==> config.mk <==
export PLATFORM = sky130hd
export DESIGN_NAME = uart_tx
export DESIGN_NICKNAME = d
export VERILOG_FILES = /design/src/rtl/uart_tx.sv
export SDC_FILE = /design/constraint.sdc
export NUM_CORES = 1
export LEC_CHECK = 0
export ABC_AREA = 1
export BUFFER_PORTS_ARGS = -buffer_cell sky130_fd_sc_hd__buf_2
export CAP_MARGIN = 20
export CORE_UTILIZATION = 55
export DETAILED_ROUTE_END_ITERATION = 6
export PLACE_DENSITY = 0.75
export SKIP_LAST_GASP = 1
export SLEW_MARGIN = 20
export SYNTH_ARGS = -nofsm -noshare
export SYNTH_HDL_FRONTEND = slang
export SYNTH_SLANG_ARGS = --single-unit
export TNS_END_PERCENT = 30
==> constraint.sdc <==
create_clock -name clk -period 4.3 [get_ports clk]
set_input_delay 0.86 -clock clk [delete_from_list [all_inputs] [get_ports clk]]
set_output_delay 0.86 -clock clk [all_outputs]
set_load 0.1 [all_outputs]
==> src/rtl/uart_tx.sv <==
// uart_tx: 8N1 LSB-first serial transmitter with a start/busy/done handshake.
// Optional parity bit (even, or odd via parity_odd) when UART_TX_PARITY_EN is defined.
module uart_tx #(
    parameter int DATA_WIDTH   = 8,
    parameter int CLKS_DEFAULT = 434
) (
    input  logic                  clk,
    input  logic                  rst,
    input  logic [12:0]           clks_per_bit,
    input  logic                  start,
    input  logic [DATA_WIDTH-1:0] data_in,
`ifdef UART_TX_PARITY_EN
    input  logic                  parity_odd,
`endif
    output logic                  tx,
    output logic                  busy,
    output logic                  done
);
`ifdef UART_TX_PARITY_EN
    typedef enum logic [2:0] {IDLE, START_BIT, DATA_BITS, STOP_BIT, DONE, PARITY_BIT} state_t;
`else
    typedef enum logic [2:0] {IDLE, START_BIT, DATA_BITS, STOP_BIT, DONE} state_t;
`endif
    state_t                state_q, state_d;
    logic [12:0]           clk_cnt_q, clk_cnt_d;
    logic [12:0]           div_q, div_d;
    logic [2:0]            bit_cnt_q, bit_cnt_d;
    logic [DATA_WIDTH-1:0] shift_q, shift_d;
    logic                  tx_q, tx_d;
    logic                  busy_q, busy_d;
    logic                  done_q, done_d;
    logic                  last;
`ifdef UART_TX_PARITY_EN
    logic                  par_q, par_d;
`endif

    assign last = clk_cnt_q == div_q - 13'd1;
    assign tx   = tx_q;
    assign busy = busy_q;
    assign done = done_q;

    // Next-state and registered-output values; tx_d always carries the level of the slot being entered.
    always_comb begin
        state_d   = state_q;
        clk_cnt_d = last ? '0 : clk_cnt_q + 13'd1;
        bit_cnt_d = bit_cnt_q;
        div_d     = div_q;
        shift_d   = shift_q;
        tx_d      = tx_q;
        busy_d    = busy_q;
        done_d    = 1'b0;
`ifdef UART_TX_PARITY_EN
        par_d     = par_q;
`endif
        case (state_q)
            IDLE: begin
                clk_cnt_d = '0;
                tx_d      = 1'b1;
                busy_d    = 1'b0;
                if (start) begin
                    state_d   = START_BIT;
                    shift_d   = data_in;
                    bit_cnt_d = '0;
                    div_d     = clks_per_bit == 13'd0 ? 13'(CLKS_DEFAULT) :
                                clks_per_bit == 13'd1 ? 13'd2 : clks_per_bit;
                    tx_d      = 1'b0;
                    busy_d    = 1'b1;
`ifdef UART_TX_PARITY_EN
                    par_d     = ^data_in ^ parity_odd;
`endif
                end
            end
            START_BIT: begin
                if (last) begin
                    state_d = DATA_BITS;
                    tx_d    = shift_q[0];
                end
            end
            DATA_BITS: begin
                if (last) begin
                    if (bit_cnt_q == 3'(DATA_WIDTH - 1)) begin
`ifdef UART_TX_PARITY_EN
                        state_d = PARITY_BIT;
                        tx_d    = par_q;
`else
                        state_d = STOP_BIT;
                        tx_d    = 1'b1;
`endif
                    end else begin
                        bit_cnt_d = bit_cnt_q + 3'd1;
                        shift_d   = shift_q >> 1;
                        tx_d      = shift_q[1];
                    end
                end
            end
`ifdef UART_TX_PARITY_EN
            PARITY_BIT: begin
                if (last) begin
                    state_d = STOP_BIT;
                    tx_d    = 1'b1;
                end
            end
`endif
            STOP_BIT: begin
                if (last) begin
                    state_d = DONE;
                    done_d  = 1'b1;
                    busy_d  = 1'b0;
                    tx_d    = 1'b1;
                end
            end
            DONE: begin
                state_d   = IDLE;
                clk_cnt_d = '0;
            end
            default: begin
                state_d   = IDLE;
                clk_cnt_d = '0;
                tx_d      = 1'b1;
                busy_d    = 1'b0;
            end
        endcase
    end

    // State register; reset forces the line idle-high at once, aborting any frame.
    always_ff @(posedge clk or negedge rst) begin
        if (!rst) begin
            state_q   <= IDLE;
            clk_cnt_q <= '0;
            div_q     <= '0;
            bit_cnt_q <= '0;
            shift_q   <= '0;
            tx_q      <= 1'b1;
            busy_q    <= 1'b0;
            done_q    <= 1'b0;
`ifdef UART_TX_PARITY_EN
            par_q     <= 1'b0;
`endif
        end else begin
            state_q   <= state_d;
            clk_cnt_q <= clk_cnt_d;
            div_q     <= div_d;
            bit_cnt_q <= bit_cnt_d;
            shift_q   <= shift_d;
            tx_q      <= tx_d;
            busy_q    <= busy_d;
            done_q    <= done_d;
`ifdef UART_TX_PARITY_EN
            par_q     <= par_d;
`endif
        end
    end
endmodule

# --- After elaboration in Yosys (flattened, before gate mapping) ---
# Index checks and enable logic that the tools add are counted.
word_totals:
  regBits: 43
  inputBits: 24
  out_inout_bits: 3
  word_cells: 65
op_classes:
  addsub: 3
  eq_ne: 13
  mux: 29
  bitwise_logic: 2
  reduce_logical: 10
ops:
  columns: ["operator", "n"]
  rows:
  - ["2-to-1 mux 13 bit", 4]
  - ["2-to-1 mux 3 bit", 8]
  - ["2-to-1 mux 8 bit", 3]
  - ["case mux 8 bit (2 select lines)", 1]
  - ["adder 13 x 1 -> 13 bit (second input constant)", 1]
  - ["equality test 13 x 1 -> 1 bit (second input constant)", 1]
  - ["equality test 13 bit", 1]
  - ["logical NOT 13 bit", 1]
  - ["subtractor 13 x 1 -> 13 bit (second input constant)", 1]
  - ["inequality test 2 bit (second input constant)", 6]
  - ["case mux 3 bit (4 select lines)", 1]
  - ["2-to-1 mux 1 bit", 9]
  - ["AND reduction 4 bit", 2]
  - ["equality test 3 x 2 -> 1 bit (second input constant)", 2]
  - ["equality test 3 bit (second input constant)", 2]
  - ["case mux 3 bit (2 select lines)", 1]
  - ["OR reduction 3 bit", 2]
  - ["case mux 1 bit (5 select lines)", 1]
  - ["AND reduction 5 bit", 1]
  - ["AND reduction 2 bit", 2]
  - ["adder 3 x 1 -> 3 bit (second input constant)", 1]
  - ["equality test 3 x 1 -> 1 bit (second input constant)", 1]
  - ["logical NOT 3 bit", 1]
  - ["case mux 1 bit (3 select lines)", 1]
  - ["other kinds (2)", 3]

# --- Longest topological paths before layout ---
logic_depth:
  ltp_word: 4
  ltp_mapped: 16
  mapped_depth_nobuf: 15

# --- Least setup slack after synthesis ---
# Ideal clock, no wire load.
synth_timing:
  path_kind: "reg-to-reg"
  startpoint: "register div_q[0]"
  endpoint: "register bit_cnt_q[1]"
  setup_time_ns: 0.117
  t_arrival_ns: 1.738
  required_time_ns: 4.183
  setup_slack_ns: 2.445
  stages_incl_launch_ff: 15
  path_buffers: 1
  cell_sequence: "dfrtp_1 > inv_2 > ha_1 > nand3_4 > nor2_2 > nand2_1 > nand2_1 > nand2_1 > nor2b_2 > nand3_4 > nand2_4 > nand2_4 > buf_6 > nand2_1 > nand2_1"
synth_between:
  elab_chain_cells: 4
synth_lines:
  columns: ["element", "line", "text"]
  rows:
  - ["start: declaration", "26", "logic [12:0] div_q, div_d;"]
  - ["start signal: assignment", "142", "div_q <= div_d;"]
  - ["subtractor 13 x 1 -> 13 bit", "37", "assign last = clk_cnt_q == div_q - 13'd1;"]
  - ["equality test 13 bit", "37", null]
  - ["inequality test 2 bit (no source line)", null, null]
  - ["AND reduction 4 bit (no source line)", null, null]
  - ["end signal: assignment", "143", "bit_cnt_q <= bit_cnt_d;"]
  - ["end: declaration", "27", "logic [2:0] bit_cnt_q, bit_cnt_d;"]
# No other way between the ends.
# A chain may end at the register's enable or synchronous reset.

# --- Worst setup path after layout ---
layout_timing:
  startpoint: "register div_q[1]"
  endpoint: "register state_q[1]"
layout_between:
  elab_chain_cells: 4
layout_lines:
  columns: ["element", "line", "text"]
  rows:
  - ["subtractor 13 x 1 -> 13 bit (*)", "37", null]
  - ["equality test 13 bit (*)", "37", null]
  - ["inequality test 2 bit (no source line)", null, null]
  - ["AND reduction 5 bit (no source line) (*)", null, null]
  - ["end signal: assignment", "140", "state_q <= state_d;"]
  - ["end: declaration", "24", "state_t state_q, state_d;"]
# Mark *: on every way between the ends. The rest lies on a longest branch, timed or not.

==> qor.csv <==
metric,value,unit
dpl ws,1.883,ns
HP Class,flip-flop to flip-flop,
CP Capture Type,flip-flop,
DP Wirelength,4389,µm
Sw Share,0.4382,
CP top delay family,simple AND/OR/NAND/NOR gates,
Slew @ Worst Pin,0.9096,ns
drt pass-1 iters,4,
WP buf/inv,2,
root buf cell,clkbuf_8,
combinational share of power,0.449,
ANT nets after route,0,
setup TNS,0,ns
setup bufs post-CTS,0,
syn avg cell area,6.915,µm²
DRC violations left,0,
Max Clock Skew,0.007900,ns
Buffers on Ports,26,
Final period util,0.5096,
#FFs+latches synth,43,
CTS Hold Buffers Added,0,
status,"finished, final reports clean",
Die Y,72.65,µm
FP Rows,25,
DR iter-0 viols,138,
max-slew violations,0,
WP data required,4.48,ns
initial antenna violation count,0,
CTS H-tree depth,2,
clock period minus worst slack,2.191,ns
Final Util,0.6361,
slowest CP cell,dfrtp_1,
Int Power,1.018,mW
leakage,1.634,nW
RSZ-0062 raised after global routing,false,
Max Cap Violations,0,
chip width,72.65,µm
total track usage,0.2506,
Avg WL per Cell,11.56,µm
final worst slack,2.109,ns
Design Power,1.812,mW
vias in the first global route,2338,
"Seq/Total Area, Yosys",0.3924,
worst reg-to-reg setup slack,2.11,ns
Final Hold Fails,0,
Ys Warns,0,
Worst VDD drop,0.3724,mV
final setup fails,0,
netlist area before placement,2745,µm²
clock sink count,43,
clock buffer depth,2,
power per cell area,599.3,nW/µm²
n_diodes,0,
Reg power frac,0.384,
GP Congestion,0.8762,
CTS tree,built,
Die ar.,5278,µm²
synthesized netlist cell count,397,
type of the worst setup path,flip-flop to flip-flop,
post-DR vias/cell,4.963,
Resize count post-CTS,0,
global route overflow,0,
Initial Utilization,0.5774,
Max-Slew Margin vs Limit,0.3936,
net switching power,0.7941,mW
CP Launch Type,flip-flop,
CP most frequent cell,nand2_1,
drt total wl,5666,µm
Final nets,450,
share of cells above drive strength 1,0.1253,
clock slew at reported path FFs,0.08,ns
Crit path arrival time,2.37,ns
"Critical Path, Cell by Cell","inv_1, ha_1, inv_1, nand2_1, nand2_1, nor2_1, nand3_1, nor2_1, nand2_1, nor2_2, nand3_4, nand2_2, nand2_1, nand2_1, nand2_1",
Skew-Pair Late Insertion Delay,0.29,ns
Fmax,456.4,MHz
via count,2432,
Clk pwr share,0.167,
CP peak stage delay,0.36,ns
largest net degree at the start of global routing,44,
CP max FO,17,
core area,4755,µm²
CTS buffer count,5,
Synth cell types,34,
Layout area overhead,10.16,%
syn nets,425,
IO Pins,27,
first-pass GRT wire length,10220,µm
metal layers:
metal  vias up  routed length [µm]  GRT usage
li1       1280                   -          -
met1      1098                2572     0.3198
met2        47                2785     0.4372
met3         7                 244    0.04282
met4         0                  64    0.07407
met5         -                   0          0
power groups by stage:
stage / clock, mW / combinational [mW] / sequential, mW
CTS: 0.313 / 0.822 / 0.695
global route: 0.329 / 0.942 / 0.726
global placement: 0 / 0.800 / 0.698
detailed placement: 0 / 0.818 / 0.701
finish: 0.303 / 0.813 / 0.696
floorplan: 0 / 0.635 / 0.716
through the flow:
step	hold WS [ns]	cell area, µm²	std cells
after floorplan	0.4415	2745	397
after global placement	0.4509	2918	482
after detailed placement	0.4530	2918	482
after CTS	0.4641	3024	490
after global routing	0.5093	3024	490
final	0.4616	3024	490
sequential cells by signal (all words and copies together) (netlist names):
| signal | count |
|---|---|
| clk_cnt_q | 13 |
| div_q | 13 |
| shift_q | 8 |
| bit_cnt_q | 3 |
| state_q | 3 |
| busy | 1 |
| done | 1 |
| tx | 1 |
logic make-up (layout without fill, tap and decap cells):
group | count (synthesis) | count (layout) | share of synthesized area
AND/OR/NAND/NOR | 253 | 253 | 0.4052
buffers and inverters | 56 | 82 | 0.08204
adder cells (fa/ha/maj) | 4 | 4 | 0.01823
AO/OA/AOI/OAI | 23 | 23 | 0.04467
XOR/XNOR | 18 | 18 | 0.05743
flip-flops | 43 | 43 | 0.3924
cell usage in the layout, fill, tap and decap left out, types with 2 or more instances in the layout:
master	Yosys	layout
buf_2	2	26
o21ai_0	19	19
nand3_4	2	2
nor3_1	6	6
nor2_4	2	2
nor2_1	44	44
nand3_1	29	29
inv_1	43	43
nand2_2	3	3
ha_1	4	4
dfrtp_1	42	42
xor2_1	10	10
xnor2_1	8	8
nand4_1	6	6
inv_2	3	3
nor2_2	4	4
nand3b_1	3	3
clkbuf_8	0	5
or2_2	2	2
nand2_1	146	146
clkbuf_1	4	2
nand2_4	2	2
final cells by class:
class,instances,area (µm²)
fillers,464,1730
multi-input cells,298,1443
flip-flops and latches,43,1077
inverters,47,176.4
repair buffers,27,137.6
well taps,67,83.83
clock buffers,7,76.32
clock inverters,1,30.03
tightest hold or removal path, stage by stage, from the launching register on:
cell and delay [ns]:
dfstp_2 0.37, nand2_1 0.05, nand2_1 0.04
path summary, 6_finish.rpt:
| check | startpoint | endpoint | cells after the start |
|---|---|---|---|
| hold reg to reg | tx$_DFFE_PN1P_ | tx$_DFFE_PN1P_ | 2 |
| min in group asynchronous | rst | clk_cnt_q[8]$_DFF_PN0_ | 1 |
| hold / removal | tx$_DFFE_PN1P_ | tx$_DFFE_PN1P_ | 2 |
| setup / recovery | div_q[1]$_DFFE_PN0P_ | state_q[1]$_DFFE_PN0P_ | 15 |
| max in group asynchronous | rst | state_q[1]$_DFFE_PN0P_ | 1 |
| setup reg to reg | div_q[1]$_DFFE_PN0P_ | state_q[1]$_DFFE_PN0P_ | 15 |
cell usage after synthesis (all sizes together):
master | n | area, µm²
nand2 | 151 | 589.3
nor2 | 50 | 212.7
inv | 46 | 172.7
dfrtp | 42 | 1051
nand3 | 31 | 180.2
o21ai | 19 | 95.09
xor2 | 10 | 87.58
xnor2 | 8 | 70.07
nand4 | 6 | 37.54
nor3 | 6 | 30.03
clkbuf | 5 | 20.01
buf | 4 | 28.78
ha | 4 | 50.05
nand3b | 3 | 22.52
or2 | 3 | 18.77
a21oi | 1 | 5.000
a22oi | 1 | 7.510
and3 | 1 | 6.260
clkinv | 1 | 3.750
dfstp | 1 | 26.28
nor2b | 1 | 8.760
nor4 | 1 | 6.260
o2111ai | 1 | 8.760
o22ai | 1 | 6.260
Note: power is estimated with default switching activity, not from simulation.
